$ cat src/rtl/wall_placer.sv
// Wall-position writer: LFSR-driven placement of four non-overlapping walls, staged in shadow
// registers and committed together on a frame_clk rising edge. Optional keep-out box: WALL_PLACER_KEEPOUT_EN.
module wall_placer #(
  parameter logic [9:0] X_Max     = 10'd639,
  parameter logic [9:0] Y_Max     = 10'd479,
  parameter logic [9:0] Hor_W     = 10'd64,
  parameter logic [9:0] Hor_H     = 10'd32,
  parameter logic [9:0] Vert_W    = 10'd32,
  parameter logic [9:0] Vert_H    = 10'd64,
  parameter logic [9:0] MARGIN    = 10'd8,
  parameter logic [7:0] MAX_TRIES = 8'd64
) (
  input  logic       Clk,
  input  logic       Reset_n,
  input  logic       frame_clk,
  input  logic       place_req,
  input  logic [9:0] seed,
  input  logic [9:0] keep_x,
  input  logic [9:0] keep_y,
  input  logic [9:0] keep_w,
  input  logic [9:0] keep_h,
  output logic [9:0] X1,
  output logic [9:0] Y1,
  output logic [9:0] X2,
  output logic [9:0] Y2,
  output logic [9:0] X3,
  output logic [9:0] Y3,
  output logic [9:0] X4,
  output logic [9:0] Y4,
  output logic       busy,
  output logic       done,
  output logic       fallback
);

  localparam logic [15:0] LFSR_INIT = 16'hACE1;
  localparam logic [9:0]  DEF_X [4] = '{10'd50, 10'd400, 10'd320, 10'd600};
  localparam logic [9:0]  DEF_Y [4] = '{10'd100, 10'd200, 10'd240, 10'd400};

  typedef enum logic [2:0] {
    IDLE, GEN, CHECK, ACCEPT, REJECT, WAIT_FRAME, COMMIT
  } state_t;

  state_t      state;
  logic [15:0] lfsr;
  logic [1:0]  k;
  logic [1:0]  j;
  logic [7:0]  tries;
  logic        fb_pending;
  logic [9:0]  cand_x;
  logic [9:0]  cand_y;
  logic [9:0]  sx [4];
  logic [9:0]  sy [4];
  logic [2:0]  fsync;

  function automatic logic [15:0] lfsr_step(input logic [15:0] l);
    return {l[14:0], l[15] ^ l[13] ^ l[12] ^ l[10]};
  endfunction

  // Even-indexed walls are horizontal, odd-indexed vertical.
  function automatic logic [9:0] wall_w(input logic [1:0] idx);
    return idx[0] ? Vert_W : Hor_W;
  endfunction

  function automatic logic [9:0] wall_h(input logic [1:0] idx);
    return idx[0] ? Vert_H : Hor_H;
  endfunction

  // Inclusive-extent overlap with MARGIN padding; 12-bit sums so nothing wraps.
  function automatic logic boxes_meet(
    input logic [9:0] ax, input logic [9:0] ay, input logic [9:0] aw, input logic [9:0] ah,
    input logic [9:0] bx, input logic [9:0] by, input logic [9:0] bw, input logic [9:0] bh
  );
    logic x_hit, y_hit;
    x_hit = ({2'b0, ax} <= {2'b0, bx} + {2'b0, bw} + {2'b0, MARGIN}) &&
            ({2'b0, bx} <= {2'b0, ax} + {2'b0, aw} + {2'b0, MARGIN});
    y_hit = ({2'b0, ay} <= {2'b0, by} + {2'b0, bh} + {2'b0, MARGIN}) &&
            ({2'b0, by} <= {2'b0, ay} + {2'b0, ah} + {2'b0, MARGIN});
    return x_hit && y_hit;
  endfunction

  logic [15:0] lfsr_nxt;
  logic [9:0]  gen_x;
  logic [9:0]  gen_y;
  logic        in_bounds;
  logic        keep_hit;
  logic        gen_ok;
  logic        check_hit;
  logic        frame_rise;

  assign lfsr_nxt   = lfsr_step(lfsr);
  assign gen_x      = lfsr_nxt[9:0];
  assign gen_y      = lfsr_nxt[15:6];
  assign in_bounds  = (({1'b0, gen_x} + {1'b0, wall_w(k)}) <= {1'b0, X_Max}) &&
                      (({1'b0, gen_y} + {1'b0, wall_h(k)}) <= {1'b0, Y_Max});
  assign gen_ok     = in_bounds && !keep_hit;
  assign check_hit  = boxes_meet(cand_x, cand_y, wall_w(k), wall_h(k),
                                 sx[j], sy[j], wall_w(j), wall_h(j));
  assign frame_rise = fsync[1] && !fsync[2];

`ifdef WALL_PLACER_KEEPOUT_EN
  logic [9:0] kx_r, ky_r, kw_r, kh_r;

  // Keep-out box is captured with the request so it stays stable for the whole search.
  always_ff @(posedge Clk) begin
    if (state == IDLE && place_req) begin
      kx_r <= keep_x;
      ky_r <= keep_y;
      kw_r <= keep_w;
      kh_r <= keep_h;
    end
  end

  assign keep_hit = boxes_meet(gen_x, gen_y, wall_w(k), wall_h(k), kx_r, ky_r, kw_r, kh_r);
`else
  logic keep_unused;
  assign keep_unused = ^{keep_x, keep_y, keep_w, keep_h};
  assign keep_hit    = 1'b0;
`endif

  always_ff @(posedge Clk or negedge Reset_n) begin
    if (!Reset_n) begin
      state      <= IDLE;
      lfsr       <= LFSR_INIT;
      k          <= 2'd0;
      j          <= 2'd0;
      tries      <= 8'd0;
      fb_pending <= 1'b0;
      busy       <= 1'b0;
      done       <= 1'b0;
      fallback   <= 1'b0;
      cand_x     <= 10'd0;
      cand_y     <= 10'd0;
      fsync      <= 3'b000;
      for (int i = 0; i < 4; i++) begin
        sx[i] <= DEF_X[i];
        sy[i] <= DEF_Y[i];
      end
      X1 <= DEF_X[0]; Y1 <= DEF_Y[0];
      X2 <= DEF_X[1]; Y2 <= DEF_Y[1];
      X3 <= DEF_X[2]; Y3 <= DEF_Y[2];
      X4 <= DEF_X[3]; Y4 <= DEF_Y[3];
    end else begin
      fsync <= {fsync[1:0], frame_clk};
      done  <= 1'b0;
      case (state)
        IDLE: begin
          if (place_req) begin
            lfsr       <= ((lfsr ^ {6'b0, seed}) == 16'd0) ? LFSR_INIT : (lfsr ^ {6'b0, seed});
            k          <= 2'd0;
            tries      <= 8'd0;
            fb_pending <= 1'b0;
            busy       <= 1'b1;
            state      <= GEN;
          end
        end
        GEN: begin
          lfsr   <= lfsr_nxt;
          cand_x <= gen_x;
          cand_y <= gen_y;
          tries  <= tries + 8'd1;
          j      <= 2'd0;
          if (!gen_ok)         state <= REJECT;
          else if (k == 2'd0)  state <= ACCEPT;
          else                 state <= CHECK;
        end
        CHECK: begin
          if (check_hit)                state <= REJECT;
          else if ((j + 2'd1) == k)     state <= ACCEPT;
          else                          j     <= j + 2'd1;
        end
        ACCEPT: begin
          sx[k] <= cand_x;
          sy[k] <= cand_y;
          tries <= 8'd0;
          if (k == 2'd3) begin
            state <= WAIT_FRAME;
          end else begin
            k     <= k + 2'd1;
            state <= GEN;
          end
        end
        REJECT: begin
          // Give up on this layout entirely: walls already accepted are discarded too.
          if (tries == MAX_TRIES) begin
            for (int i = 0; i < 4; i++) begin
              sx[i] <= DEF_X[i];
              sy[i] <= DEF_Y[i];
            end
            fb_pending <= 1'b1;
            state      <= WAIT_FRAME;
          end else begin
            state <= GEN;
          end
        end
        WAIT_FRAME: begin
          if (frame_rise) begin
            X1 <= sx[0]; Y1 <= sy[0];
            X2 <= sx[1]; Y2 <= sy[1];
            X3 <= sx[2]; Y3 <= sy[2];
            X4 <= sx[3]; Y4 <= sy[3];
            fallback <= fb_pending;
            done     <= 1'b1;
            state    <= COMMIT;
          end
        end
        COMMIT: begin
          busy  <= 1'b0;
          state <= IDLE;
        end
        default: state <= IDLE;
      endcase
    end
  end

endmodule

$ cat config.mk
export PLATFORM = sky130hd
export DESIGN_NAME = wall_placer
export DESIGN_NICKNAME = d
export VERILOG_FILES = /design/src/rtl/wall_placer.sv
export SDC_FILE = /design/constraint.sdc
export NUM_CORES = 1
export LEC_CHECK = 0
export CAP_MARGIN = 40
export CORE_MARGIN = 1
export CORE_UTILIZATION = 55
export CTS_BUF_LIST = sky130_fd_sc_hd__clkbuf_8
export CTS_CLUSTER_SIZE = 30
export DETAILED_ROUTE_END_ITERATION = 8
export HOLD_SLACK_MARGIN = 0.05
export PLACE_DENSITY = 0.76
export SYNTH_ARGS = -nofsm -noshare
export SYNTH_HDL_FRONTEND = slang
export SYNTH_SLANG_ARGS = --single-unit
$ cat constraint.sdc
create_clock -name Clk -period 11.74 [get_ports Clk]
set_input_delay 1.174 -clock Clk [delete_from_list [all_inputs] [get_ports Clk]]
set_output_delay 1.174 -clock Clk [all_outputs]
set_load 0.005 [all_outputs]
==> Yosys cells after proc, flatten, opt, wreduce, memory -nomap -nowiden <==
Cells that the tools add are included.
{ "op_classes": {"n_eq_ne": 16, "reduce_logical": 26, "n_mul": 0, "div": 0, "n_mux": 45, "magnitude_cmp": 9, "n_shift": 0, "n_addsub": 13, "bitwise": 6} }
{ "op_table": {"columns": ["op", "count"], "rows": [
  ["one-hot mux 40 bit (2 select lines)", 2],
  ["bitwise mux 40 bit", 2],
  ["two-way mux 40 bit", 2],
  ["two-way mux 10 bit", 5],
  ["adder 11 x 4 -> 12 bit (second input constant)", 4],
  ["less-or-equal comparator 10 x 12 -> 1 bit", 4],
  ["adder 10 x 7 -> 11 bit", 4],
  ["binary-select mux 10 bit (select 2 bit)", 2],
  ["two-way mux 16 bit", 2],
  ["one-hot mux 16 bit (2 select lines)", 1],
  ["two-way mux 7 bit", 4],
  ["one-hot mux 8 bit (3 select lines)", 1],
  ["adder 10 x 10 -> 11 bit", 2],
  ["two-way mux 3 bit", 7],
  ["demux 10 bit (select 2 bit)", 1],
  ["one-hot mux 3 bit (6 select lines)", 1],
  ["zero test 16 bit", 1],
  ["bitwise XOR 16 x 10 -> 16 bit", 1],
  ["!= test 2 bit (second input constant)", 6],
  ["AND reduction 3 bit", 4],
  ["nonzero test 2 bit", 6],
  ["less-or-equal comparator 11 x 10 -> 1 bit (second input constant)", 1],
  ["less-or-equal comparator 11 x 9 -> 1 bit (second input constant)", 1],
  ["AND reduction 2 bit", 5],
  ["23 further kinds", 46]
]} }
{ "word_totals": {"output_inout_bits": 83, "wordCells": 143, "rom_bits": 0, "memories": 0, "register_bits": 218, "latch_bits": 0, "ramBits": 0} }

==> Longest topological paths before layout <==
Gate-level depths: netlist of run 1.
{ "depth": {"depth_word": 11, "mapped_depth": 17} }

==> Worst setup path before layout of run 1 <==
Ideal clock, no wire load.
{ "synth_timing": {"path_type": "flip-flop to flip-flop", "startpoint": "register j[0]", "endpoint": "register state[2]", "path_buffers": 3, "synth_period_minus_slack_ps": 4228, "required_time_ps": 11653, "path_stages_with_launch": 18, "slack_ps": 7512, "arrival_time_ps": 4141, "setup_time_ps": 87, "cell_sequence": "dfrtp_1 buf_6 buf_4 buf_1 mux4_2 ha_1 a21o_1 a21oi_1 nor2_1 xnor2_1 ha_1 nand3_1 nor2_1 a2111o_1 o31ai_1 o211ai_2 or4_1 o211ai_1"} }
{ "synth_between": {"elab_chain_len": 11, "word_cells_on_any_way": 26, "classes_between": "add/sub (5); order compare (4); eq/ne (2); mux (10); bitwise (1); reduce/logical (4)"} }
{ "synth_rtl": {"columns": ["element", "line", "source"], "rows": [
  ["start, declared", "46", "logic [1:0] j;"],
  ["start signal, assigned", "169", "else j <= j + 2'd1;"],
  ["NOT 2 -> 3 bit (not written as such)", "97", "sx[j], sy[j], wall_w(j), wall_h(j));"],
  ["binary-select mux 10 bit (select 2 bit)", "97", null],
  ["two-way mux 10 bit (not written as such) (2 in series)", "97", null],
  ["adder 10 x 7 -> 11 bit (on tied branches)", "74, 76", null],
  ["adder 11 x 4 -> 12 bit (on tied branches)", "74, 76", null],
  ["less-or-equal comparator 10 x 12 -> 1 bit (on tied branches)", "74, 76", null],
  ["logical AND 1 bit (on tied branches)", "74, 76", null],
  ["logical AND 1 bit", "78", "return x_hit && y_hit;"],
  ["two-way mux 3 bit / != test 3 bit (equally long branches)", null, null],
  ["one-hot mux 3 bit (6 select lines) / AND reduction 3 bit (equally long branches)", null, null],
  ["end signal, assigned", "153", "state <= GEN;"],
  ["end signal, assigned", "167", "if (check_hit) state <= REJECT;"],
  ["end signal, assigned", "168", "else if ((j + 2'd1) == k) state <= ACCEPT;"],
  ["end, declared", "43", "state_t state;"]
]} }
Several ways; a longest one is shown, not always the timed one. The select of a mux whose other input is x is not followed.
A chain may end at the register's enable or synchronous reset.

==> Worst setup path in the final report of run 1 <==
Same ends and word-level chain as after synthesis.

==> results of run 1 <==
-- cells by family (layout without fill, tap and decap cells) --
group,count (synthesis),after routing
adder cells (fa/ha/maj),62,62
XOR/XNOR,35,35
multiplexers,22,22
AO/OA/AOI/OAI,170,170
buffers and inverters,91,172
flip-flops,198,198
AND/OR/NAND/NOR,524,524
-- per-stage QoR --
step | worst slack (ps) | power, mW | hold slack, ps | area [sq um]
after CTS | 7450 | 3.26 | 363 | 11800
after global routing | 7200 | 3.52 | 374 | 11800
after detailed placement | 7460 | 2.78 | 340 | 11400
after floorplan | 7510 | 2.25 | 331 | 10300
after global placement | 7520 | 2.72 | 333 | 11300
final | 7410 | 3.27 | 361 | 11800
-- sequential cells by signal (all words and copies together), names as in the netlist, 9 cells and up --
register  flops
sx           38
sy           34
lfsr         16
X2           10
X4           10
X1            9
X3            9
Y2            9
Y3            9
cand_x        9
-- layout make-up --
class,instances,area [sq um],share of cell area (%)
multi-input cells,813,4850,41.1
well taps,229,287,2.43
flip-flops and latches,198,5030,42.5
inverters,29,109,0.921
clock buffers,17,234,1.98
repair buffers,111,1110,9.41
clock inverters,15,191,1.62
-- worst max-delay path, cell delays in order, from the launching register on --
cell and delay [ps]:
dfrtp_1 430, buf_4 440, mux4_2 620, ha_1 370, a21o_1 190, a21oi_1 270
nor2_1 110, xnor2_1 140, ha_1 290, nand3_1 140, nor2_1 60, a2111o_1 350
o31ai_1 120, o211ai_2 190, or4_1 420, o211ai_1 100
-- worst paths after layout --
check                            end  slack [ps]  cells after the start      from
max reg2reg                 state[2]        7410                     15      j[0]
max                         state[2]        7410                     15      j[0]
min reg2reg                 fsync[1]         360                      0  fsync[0]
min                         fsync[1]         360                      0  fsync[0]
max in group asynchronous  cand_y[6]        9850                      2   Reset_n
min in group asynchronous      sy[9]         660                      1   Reset_n
-- where the power goes --
| part | switching, mW | internal (mW) |
|---|---|---|
| clock network | 0.245 | 0.231 |
| logic | 0.815 | 0.723 |
| registers | 0.283 | 0.974 |
| total | 1.34 | 1.93 |
-- cells in the mapped netlist (11+ instances only) --
cell type  instances
nand2_1          362
mux4_2            18
nand3_1           61
nor2_1            36
inv_1             26
o21ai_0           16
ha_1              60
xnor2_1           24
nor3_1            13
dfrtp_1          140
clkbuf_1          46
dfstp_2           58
xor2_1            11
o21ai_1           51
nand4_1           11
a21oi_1           34
-- layer usage --
metal / part of all wire (%) / wire length, um / vias up
met1: 44 / 11000 / 4067
met2: 47 / 11800 / 302
met4: 3.8 / 969 / 0
met3: 5.9 / 1490 / 56
li1: - / - / 3877
met5: 0 / 0 / -
==> impl_metrics.yaml, run 1 <==
run_status:
  run_status: "complete, but fails checks"
  failed_checks: "DRC"
setup_path:
  crit_arrival_ps: 4720
  end_kind: "flop"
  required_ps: 12140
  path_max_fanout: 24
  cp-start-kind: "flop"
  critPathKind: "reg -> reg"
yosys:
  async_flop_share_pct: 100
  ys_seq_elements: 198
  syn_inst: 1102
  synth-simple-area-share_pct: 21.6
  synth.net_count: 1218
  synth_top_family_by_area: "simple AND/OR/NAND/NOR gates"
  synth_area_sq_mm: 0.0103
  synth_edf_count: 0
  yosys.area.top_type: "dfrtp_1"
  synth.area.top_cells: "dfrtp_1 34%, dfstp_2 15%, nand2_1 13%"
  yosysSeqAreaShare_pct: 49.0
  synthAdderAreaFrac_pct: 7.70
  syn_area_per_cell_sq_um: 9.31
  yosysTopAreaCellShare_pct: 34.1
  muxShareOfSynthArea_pct: 4.35
  synthXorXnorAreaFrac_pct: 2.99
  yosysWarningCount: 0
  ys_types: 64
  synthFlopType: "dfrtp_1"
  synth_compound_area_share_pct: 10.6
place:
  dpl.cell_count: 1380
  portBuffers: 96
  gp_congestion: 0.892
  place_hpwl_mm: 17.8
detailed_routing:
  drc_errors: 11
  vias: 8302
  ant_nets: 0
  routedWlPerCell_um: 17.9
  drt_iter0_markers: 776
  wirelength_mm: 25.3
  detail_route.vias_per_cell: 5.88
  dr.pass1.iters: 7
min_path:
  min_path_type: "reg -> reg"
sta:
  period_share_pct: 36.9
  relSlewSlack_pct: 38.3
  fin_crit_ps: 4330
  finalSetupViolCount: 0
  hold_violations: 0
  fin_setup_tns_ps: 0
  fin_skew_ps: 17.0
  maxSlewViolCount: 0
  worstMarginPinSlew_ps: 923
  grt_setup_unrepaired: "no"
  max_freq_mhz: 231
cts:
  h-tree-depth: 4
  clock_latency_ps: 480
  postCtsResizedCells: 0
  cts_tree: "yes"
  postCtsSetupBuffers: 0
  clkTransAtPathRegs_ps: 100
  cts_made_buffers: 17
  clock_sinks: 198
  root_buffer: "clkbuf_8"
  clockBufferDepth: 2
  ctsHoldBuffers: 0
finish:
  drive_above_1_share_pct: 11.2
  nFillCells: 1484
  layout_common_cells: "362 x nand2_1, 140 x dfrtp_1, 95 x clkdlybuf4s50_1, 60 x nand3_1, 60 x ha_1"
  antenna_cells: 0
  layout-area-overhead-vs-synth_pct: 15.1
  fin_util_pct: 65.1
  stdcell_count: 1412
  layout_commonest_cell: "nand2_1"
  fin_nets: 1286
global_route:
  grt_use_met3_pct: 5.18
  grt_busiest_layer: "met2"
  grt_max_degree: 75
  use_met1_pct: 37.2
  grt_usage_pct: 27.8
  grt_pass1_vias: 8044
  grt_use_met2_pct: 44.2
  overflow: 0
  antenna_found_initial: 0
  grt_pass1_wl_mm: 41.9
pwr:
  p_leak_nw: 5.59
  p_per_area_mw_per_mm2: 277
  ir_worst_vdd_uv: 133
floorplanning:
  coreArea_sq_mm: 0.0181
  initial_utilization_pct: 56.6
  die_h_um: 139
  rows: 49
  die_x_um: 139
  ioPinCount: 137
  die_area_sq_mm: 0.0192
job:
  maxCapViolCount: 0
No activity file was read; power rests on OpenSTA's default activity.
==> inputs of run 2 (changes only) <==
--- a/config.mk
+++ b/config.mk
@@ -7,12 +7,12 @@
 export LEC_CHECK = 0
 export CAP_MARGIN = 40
 export CORE_MARGIN = 1
-export CORE_UTILIZATION = 55
+export CORE_UTILIZATION = 52
 export CTS_BUF_LIST = sky130_fd_sc_hd__clkbuf_8
 export CTS_CLUSTER_SIZE = 30
 export DETAILED_ROUTE_END_ITERATION = 8
 export HOLD_SLACK_MARGIN = 0.05
-export PLACE_DENSITY = 0.76
+export PLACE_DENSITY = 0.75
 export SYNTH_ARGS = -nofsm -noshare
 export SYNTH_HDL_FRONTEND = slang
 export SYNTH_SLANG_ARGS = --single-unit
==> constraint.sdc (replaced) <==
create_clock -name Clk -period 3.7 [get_ports Clk]
set_input_delay 0.37 -clock Clk [delete_from_list [all_inputs] [get_ports Clk]]
set_output_delay 0.37 -clock Clk [all_outputs]
set_load 0.005 [all_outputs]
==> impl_metrics.yaml, run 2 (synthesis gave the netlist of run 1 again) <==
sta:
  hold_violations: 0
  maxSlewViolCount: 0
  fin_skew_ps: 14.0
  worstMarginPinSlew_ps: 839
  fin_setup_tns_ps: 0
  max_freq_mhz: 274
  grt_setup_unrepaired: "yes"
  fin_crit_ps: 3650
  finalSetupViolCount: 0
  period_share_pct: 98.7
  relSlewSlack_pct: 44.1
finish:
  final_area_sq_mm: 0.0121
  fin_nets: 1318
  antenna_cells: 0
  layout-area-overhead-vs-synth_pct: 18.3
  drive_above_1_share_pct: 14.7
  largestRegisters: "sx x38, sy x34, lfsr x16"
  largest-register: "sx"
  largest_register_ffs: 38
  fin_util_pct: 62.6
  layout_commonest_cell: "nand2_1"
  layout_common_cells: "362 x nand2_1, 140 x dfrtp_1, 95 x clkdlybuf4s50_1, 59 x nand3_1, 58 x dfstp_2"
global_route:
  antenna_found_initial: 0
  overflow: 0
  grt_usage_pct: 27.6
  grt_max_degree: 108
  grt_pass1_wl_mm: 42.8
  grt_pass1_vias: 8082
cts:
  root_buffer: "clkbuf_8"
  clkTransAtPathRegs_ps: 100
  clockBufferDepth: 2
  h-tree-depth: 4
  clock_latency_ps: 490
  cts_tree: "yes"
  clock_sinks: 198
  cts_made_buffers: 17
pwr:
  pwr-share-clk_pct: 12.5
  pwr-share-seq_pct: 36.3
  switchingPower_mw: 4.56
  swShare_pct: 42.4
  p_leak_nw: 5.72
  internal_power_mw: 6.20
  ir_worst_vdd_uv: 444
  p_per_area_mw_per_mm2: 886
  pwr-share-comb_pct: 51.2
detailed_routing:
  routedWlPerCell_um: 18.1
  ant_nets: 0
  drc_errors: 0
  wirelength_mm: 26.8
  vias: 8467
  drt_iter0_markers: 765
  detail_route.vias_per_cell: 5.72
  dr.pass1.iters: 5
floorplanning:
  initial_utilization_pct: 52.9
  coreArea_sq_mm: 0.0194
  ioPinCount: 137
  die_h_um: 143
  rows: 51
  die_x_um: 143
  die_area_sq_mm: 0.0203
setup_path:
  path_max_fanout: 6
  crit_chain: "buf_6, mux4_2, ha_4, a31oi_4, nor2b_2, o21ai_2, xor2_1, ha_1, a21oi_1, nor2b_1, a2111o_1, o31ai_2, o211ai_4, or4_1, o211ai_1"
  critPathKind: "reg -> reg"
  slowest_stage: "mux4_2"
  end_kind: "flop"
  crit_arrival_ps: 4050
  slowest_delay_ps: 560
  required_ps: 4100
  cp-start-kind: "flop"
place:
  place_hpwl_mm: 19.0
  gp_congestion: 0.913
  dpl_cell_area_sq_mm: 0.0117
  portBuffers: 96
job:
  maxCapViolCount: 0
min_path:
  min_path_type: "in -> reg"
run_status:
  run_status: "finished clean"
==> run 2: cell count changes in the layout (fill, tap and decap cells not counted), moves of 4 or more <==
| cell | change |
|---|---|
| buf_4 | +26 |
| ha_1 | -4 |
| bufinv_16 | -4 |
| inv_1 | -5 |
==> run 2: final cells by class <==
cell class                      count  area, sq um
Fill cell                        1610         7250
Clock buffer                       17          234
Tap cell                          265          332
Sequential cell                   198         5030
Multi-Input combinational cell    813         4930
Inverter                           29          109
Timing Repair Buffer              143         1380
Clock inverter                     15          139
==> run 2: final timing paths <==
check	startpoint	end	slack [ps]	cells after the start
setup / recovery	j[0]	state[2]	50	15
hold reg to reg	fsync[0]	fsync[1]	360	0
setup reg to reg	j[0]	state[2]	50	15
max in group asynchronous	Reset_n	sx[27]	2200	3
hold / removal	frame_clk	fsync[0]	310	1
min in group asynchronous	Reset_n	Y1[8]	540	2
==> run 2: metal layers <==
layer | routed length, um | track usage [%] | vias up | share of wire [%]
met3 | 1920 | 4.68 | 68 | 7.2
met1 | 11500 | 37.0 | 4077 | 43
met2 | 12400 | 44.2 | 372 | 46
met4 | 975 | 12.3 | 0 | 3.6
met5 | 0 | 0 | - | 0
li1 | - | - | 3950 | -
==> run 2: repair_timing <==
item,CTS,global route
hold endpoints to repair,68,0
setup buffers,0,10
gates resized for setup,0,7
hold buffers,1,0
endpoints found under the setup margin,0,4
==> run 2: worst max-delay path: cells and delay by family, from the launching register on <==
kind | cells | cell delay, ps
simple gates | 3 | 630
fa+ha+maj | 2 | 650
flops | 1 | 420
mux | 1 | 560
xor+xnor | 1 | 180
compound gates | 7 | 980
buf+inv | 1 | 160
==> run 2: per-stage QoR <==
stage               setup WS (ps)  power (mW)  instances  hold slack (ps)
detailed placement           30.8        9.18       1437              335
floorplan                   -40.2        7.26       1102             74.4
global route                -83.8        11.6       1480              316
finish                       47.6        10.8       1480              313
global placement              101        8.96       1433              334
CTS                          8.85        10.5       1470              302
==> run 2: power groups by stage <==
stage	clock, mW	sequential, mW	combinational, mW
finish	1.34	3.91	5.51
global route	1.45	4.00	6.13
CTS	1.36	3.88	5.29
detailed placement	0	3.92	5.25
global placement	0	3.90	5.07
floorplan	0	3.66	3.60
